## config.mk

```make
export PLATFORM = sky130hd
export DESIGN_NAME = wb_arbiter
export DESIGN_NICKNAME = d
export VERILOG_FILES = /design/src/rtl/wb_pkg.sv /design/src/rtl/wb_arbiter_dff_we.sv /design/src/rtl/wb_arbiter_rr_picker.sv /design/src/rtl/wb_arbiter.sv
export SDC_FILE = /design/constraint.sdc
export NUM_CORES = 1
export LEC_CHECK = 0
export BUFFER_PORTS_ARGS = -buffer_cell sky130_fd_sc_hd__buf_4
export CAP_MARGIN = 0
export CORE_AREA = 2 2 103 105
export CTS_CLUSTER_DIAMETER = 30
export DETAILED_ROUTE_END_ITERATION = 12
export DIE_AREA = 0 0 105 107
export PLACE_DENSITY = 0.71
export SYNTH_ARGS = -nofsm -noshare
export SYNTH_HDL_FRONTEND = slang
export SYNTH_SLANG_ARGS = --single-unit
```

## constraint.sdc

```tcl
create_clock -name clk -period 3.7 [get_ports clk]
set_input_delay 0.185 -clock clk [delete_from_list [all_inputs] [get_ports clk]]
set_output_delay 0.185 -clock clk [all_outputs]
set_load 0.01 [all_outputs]
```

## src/rtl/wb_pkg.sv

```systemverilog
// Shared sizing constants for the physical register file writeback arbiter.
package wb_pkg;
   localparam int NUM_REQ      = 4;
   localparam int TAG_WIDTH    = 6;
   localparam int DATA_WIDTH   = 32;
   localparam int RR_PTR_WIDTH = $clog2(NUM_REQ);
   localparam int PRF_DEPTH    = 2**TAG_WIDTH;
endpackage

```

## src/rtl/wb_arbiter_dff_we.sv

```systemverilog
// Write-enabled register cell with asynchronous active-high clear.
module dff_we #(
   parameter int WIDTH = 8
) (
   input  logic             clk,
   input  logic             rst,
   input  logic             we,
   input  logic [WIDTH-1:0] d,
   output logic [WIDTH-1:0] q
);

   always_ff @(posedge clk or posedge rst) begin
      if (rst)     q <= '0;
      else if (we) q <= d;
   end

endmodule

```

## src/rtl/wb_arbiter_rr_picker.sv

```systemverilog
// Combinational round-robin picker: rotate the valid vector so rr_ptr sits at
// bit 0, take the lowest set bit, then rotate the result back.
module rr_picker
   import wb_pkg::*;
#(
   parameter int NUM_REQ = wb_pkg::NUM_REQ,
   parameter int PTR_W   = $clog2(NUM_REQ)
) (
   input  logic [NUM_REQ-1:0] valid,
   input  logic [PTR_W-1:0]   ptr,
   output logic [NUM_REQ-1:0] grant,
   output logic [PTR_W-1:0]   winner
);

   logic [NUM_REQ-1:0] rotated;
   logic [PTR_W-1:0]   sel;
   logic               found;
   int                 idx;
   int                 offset;

   always_comb begin
      rotated = '0;
      grant   = '0;
      winner  = '0;
      sel     = '0;
      found   = 1'b0;
      offset  = 0;
      idx     = 0;
      for (int j = 0; j < NUM_REQ; j++) begin
         idx = j + int'(ptr);
         if (idx >= NUM_REQ) idx = idx - NUM_REQ;
         sel = PTR_W'(idx);
         rotated[j] = valid[sel];
      end
      // Scan downward so the lowest set bit of the rotated vector wins.
      for (int j = NUM_REQ-1; j >= 0; j--) begin
         if (rotated[j]) begin
            found  = 1'b1;
            offset = j;
         end
      end
      idx = offset + int'(ptr);
      if (idx >= NUM_REQ) idx = idx - NUM_REQ;
      if (found) begin
         winner     = PTR_W'(idx);
         grant[winner] = 1'b1;
      end
   end

endmodule

```

## src/rtl/wb_arbiter.sv

```systemverilog
// Round-robin writeback arbiter: one granted write per cycle into a registered
// write port, with a one-hot per-entry write-enable decode for the flop bank.
module wb_arbiter
   import wb_pkg::*;
#(
   parameter int NUM_REQ    = wb_pkg::NUM_REQ,
   parameter int TAG_WIDTH  = wb_pkg::TAG_WIDTH,
   parameter int DATA_WIDTH = wb_pkg::DATA_WIDTH
) (
   input  logic                          clk,
   input  logic                          rst_aH,
   input  logic [NUM_REQ-1:0]            req_valid,
   input  logic [NUM_REQ*TAG_WIDTH-1:0]  req_tag,
   input  logic [NUM_REQ*DATA_WIDTH-1:0] req_data,
   output logic [NUM_REQ-1:0]            req_ready,
   input  logic                          stall,
   input  logic                          flush,
   output logic                          wr_en,
   output logic [TAG_WIDTH-1:0]          wr_tag,
   output logic [DATA_WIDTH-1:0]         wr_data,
   output logic [2**TAG_WIDTH-1:0]       wr_we_vec
);

   localparam int PTR_W = $clog2(NUM_REQ);

   logic [PTR_W-1:0]   rr_ptr;
   logic [NUM_REQ-1:0] grant;
   logic [PTR_W-1:0]   winner;
   logic               transfer;

   rr_picker #(.NUM_REQ(NUM_REQ), .PTR_W(PTR_W)) u_picker (
      .valid  (req_valid),
      .ptr    (rr_ptr),
      .grant  (grant),
      .winner (winner)
   );

   // Reset is folded into the gate so a grant seen while reset is high never
   // reaches a requester.
   assign req_ready = (stall || flush || rst_aH) ? '0 : grant;
   assign transfer  = |req_ready;

   always_ff @(posedge clk or posedge rst_aH) begin
      if (rst_aH) begin
         rr_ptr <= '0;
         wr_en  <= 1'b0;
      end else begin
         wr_en <= transfer;
         if (transfer)
            rr_ptr <= (winner == PTR_W'(NUM_REQ-1)) ? '0 : winner + 1'b1;
      end
   end

   dff_we #(.WIDTH(TAG_WIDTH)) u_tag_reg (
      .clk (clk),
      .rst (rst_aH),
      .we  (transfer),
      .d   (req_tag[winner*TAG_WIDTH +: TAG_WIDTH]),
      .q   (wr_tag)
   );

   dff_we #(.WIDTH(DATA_WIDTH)) u_data_reg (
      .clk (clk),
      .rst (rst_aH),
      .we  (transfer),
      .d   (req_data[winner*DATA_WIDTH +: DATA_WIDTH]),
      .q   (wr_data)
   );

   always_comb begin
      wr_we_vec = '0;
      wr_we_vec[wr_tag] = wr_en;
   end

endmodule

```

==> flow_summary_export.csv <==
group,metric,value,unit
timing,report.final.hold_viol_count,0,
timing,tightest_slew,0.994,ns
job,maxCapViolations,0,
setup_path,r2r_end,"u_data_reg.q[5]",
route,num_vias,4149,
placement,routabilityCongestion,0.907,
synth,synthFlopType,"dfrtp_1",
min_path,hp-class,"in -> async",
timing,finalWorstSetupSlack,0.404,ns
synth,synth-seq-cells,41,
clocking,clock_sinks,41,
setup_path,cp_top_family,"simple AND/OR/NAND/NOR gates",
setup_path,worstPathMaxFanout,19,
power,leakage,2.68,nW
setup_path,end_kind,"output pin",
setup_path,r2r_slack,0.46,ns
floorplanning,start_util,36.4,%
final_layout,area_delta_synth_final,57.7,%
final_layout,num-nets-final,838,
synth,ys_warn_count,0,
setup_path,worstSetupStartpointType,"register",
floorplanning,die_y,107,um
setup_path,worstPathRequired,3.51,ns
timing,clock.fmax,303,MHz
timing,setup_tns,0,ns
setup_path,crit_buf_inv,1,
setup_path,timing.rr.start,"rr_ptr[0]",
setup_path,cp_slowest_cell,"dfrtp_1",
final_layout,area.sequential,0.00103,mm^2
setup_path,ff2ff_path_depth,11,
timing,rsz0062_at_grt,"false",
status,status,"finished, final reports clean",
floorplanning,ios,267,
route,drt_iter0_drc,218,
route,ant_nets,0,
floorplanning,std_cell_rows,37,
placement,io_buffers,266,
setup_path,crit_chain,"nor2b_1 -> a221oi_1 -> a31o_2 -> nand3_1 -> ha_4 -> xnor2_1 -> or3_1 -> and2_2 -> nor3b_1 -> buf_4",
clocking,clockBufferDepth,2,
route,via_per_inst,5.10,
timing,fin_crit_sh,89.1,%
power,ir_drop,0.877,mV
final_layout,nFillCells,935,
synth,ys_types,40,
clocking,cts_tree,"yes",
synth,synth_area_leaders,"dfrtp_1, mux2_4, nor2_1",
global_route,grt_pass1_vias,4056,
floorplanning,die_w,105,um
clocking,clock_latency,0.30,ns
synth,yosysTopAreaCellShare,27.9,%
timing,slew_violations,0,
synth,async_reset_ff_share,100,%
setup_path,slowest_delay,0.51,ns
floorplanning,die_area,0.0112,mm^2
route,drc,0,
timing,fin_crit,3.30,ns
global_route,grt_max_degree,117,
synth,syn-cell-area,0.00368,mm^2
final_layout,multi_input_area,0.00244,mm^2
synth,postSynthAreaPerCell,8.30,um^2
global_route,grt_use_total,21.7,%
clocking,cts_setup_buffers,0,
clocking,htreeDepth,2,
route,drtPass1Iterations,6,
timing,setup_violations,0,
synth,yosys.area.top_type,"dfrtp_1",
placement,hpwl,10100,um
power,pwr_density_cell,831,mW/mm^2
synth,synthCells,443,
placement,post-place-ws,0.507,ns
global_route,overflow,0,
timing,skew,0.00307,ns
clocking,cts_buffers,5,
clocking,clkTransAtPathRegs,0.08,ns
timing,slew_headroom,33.7,%
global_route,grt_pass1_wl,19700,um
clocking,ctsHoldBuffers,0,
clocking,root_buffer,"clkbuf_8",
synth,synth_edf_count,0,
synth,synth_fp_nets,604,
final_layout,antennaDiodeCount,0,
synth,ys_seq_area_share,27.9,%
final_layout,drive_above_1_share,53.5,%
setup_path,cp.arrival,3.11,ns
route,drt-total-wl,12800,um
clocking,ctsResizeCount,0,
route,avgRoutedWirePerCell,15.7,um
floorplanning,core,0.0101,mm^2
setup_path,crit_type,"reg -> out",
global_route,antenna_found_initial,0,
[final cells by class]
class,instances,share of cell area [%]
clock inverters,3,0.302
inverters,3,0.216
multi-input cells,354,42.0
clock buffers,5,1.19
well taps,136,2.93
repair buffers,272,35.6
flip-flops and latches,41,17.7
[routing by layer]
metal / part of all wire [%] / wire length [um] / GRT usage, % / vias up
met2: 54 / 6830 / 41.2 / 190
met1: 37 / 4750 / 23.1 / 1905
li1: - / - / - / 2040
met3: 7.7 / 979 / 5.84 / 14
met4: 1.6 / 202 / 7.05 / 0
met5: 0 / 0 / 0 / -
[synth_stat cells (3+ instances only)]
cell / number
buf_6: 6
clkbuf_1: 30
nand3_1: 7
nand2_1: 7
a211oi_1: 38
mux2_4: 37
buf_2: 6
or3_1: 3
a21oi_2: 37
dfrtp_1: 41
nand2b_1: 3
nand3b_1: 4
o22ai_1: 38
nor2b_1: 44
nor2_1: 111
[logic make-up after synthesis]
family / synth area share (%)
AND/OR/NAND/NOR: 24.6
adder cells (fa/ha/maj): 0.340
AO/OA/AOI/OAI: 25.0
multiplexers: 15.4
flip-flops: 27.9
buffers and inverters: 6.53
XOR/XNOR: 0.238
[placed cells by master (no fill, tap or decap), types with 3 or more instances in the layout]
cell / count
or3_1: 3
dfrtp_1: 41
nand3_1: 6
a211oi_1: 38
nor2_1: 111
clkinv_2: 3
nor2b_1: 44
clkbuf_8: 5
o22ai_1: 38
nand3b_1: 4
mux2_4: 37
buf_4: 270
nand2_1: 7
nand2b_1: 3
a21oi_2: 37
[sequential cells by signal, indices dropped and copies added (netlist names)]
signal / count
u_data_reg.q: 32
wr_en: 1
rr_ptr: 2
u_tag_reg.q: 6
[power by group]
| group | switching (mW) | total [mW] | internal [mW] |
|---|---|---|---|
| logic | 1.74 | 3.65 | 1.91 |
| clock network | 0.166 | 0.296 | 0.130 |
| registers | 0.211 | 0.873 | 0.663 |
[worst max-delay path by stage]
stage / startpoint / end / slack (ns) / cells past startpoint
floorplan: rr_ptr[0] / u_data_reg.q[0] / 0.96 / 12
global placement: rr_ptr[0] / u_data_reg.q[26] / 0.62 / 11
detailed placement: rr_ptr[0] / u_tag_reg.q[5] / 0.51 / 11
CTS: rr_ptr[0] / req_ready[0] / 0.40 / 10
global route: rr_ptr[0] / req_ready[0] / 0.21 / 10
finish: rr_ptr[0] / req_ready[0] / 0.40 / 10
[stage by stage]
stage,power [mW],instances,hold slack (ns),util [%],area [um^2]
after CTS,4.88,814,0.129,57.5,5800
final,4.82,814,0.0858,57.5,5800
after detailed placement,4.57,806,0.461,56.6,5710
after floorplan,3.73,443,0.365,-,3680
after global placement,4.47,806,0.442,56.6,5710
after global routing,5.19,814,0.152,57.5,5800
Power figures use the tool's default switching activity.
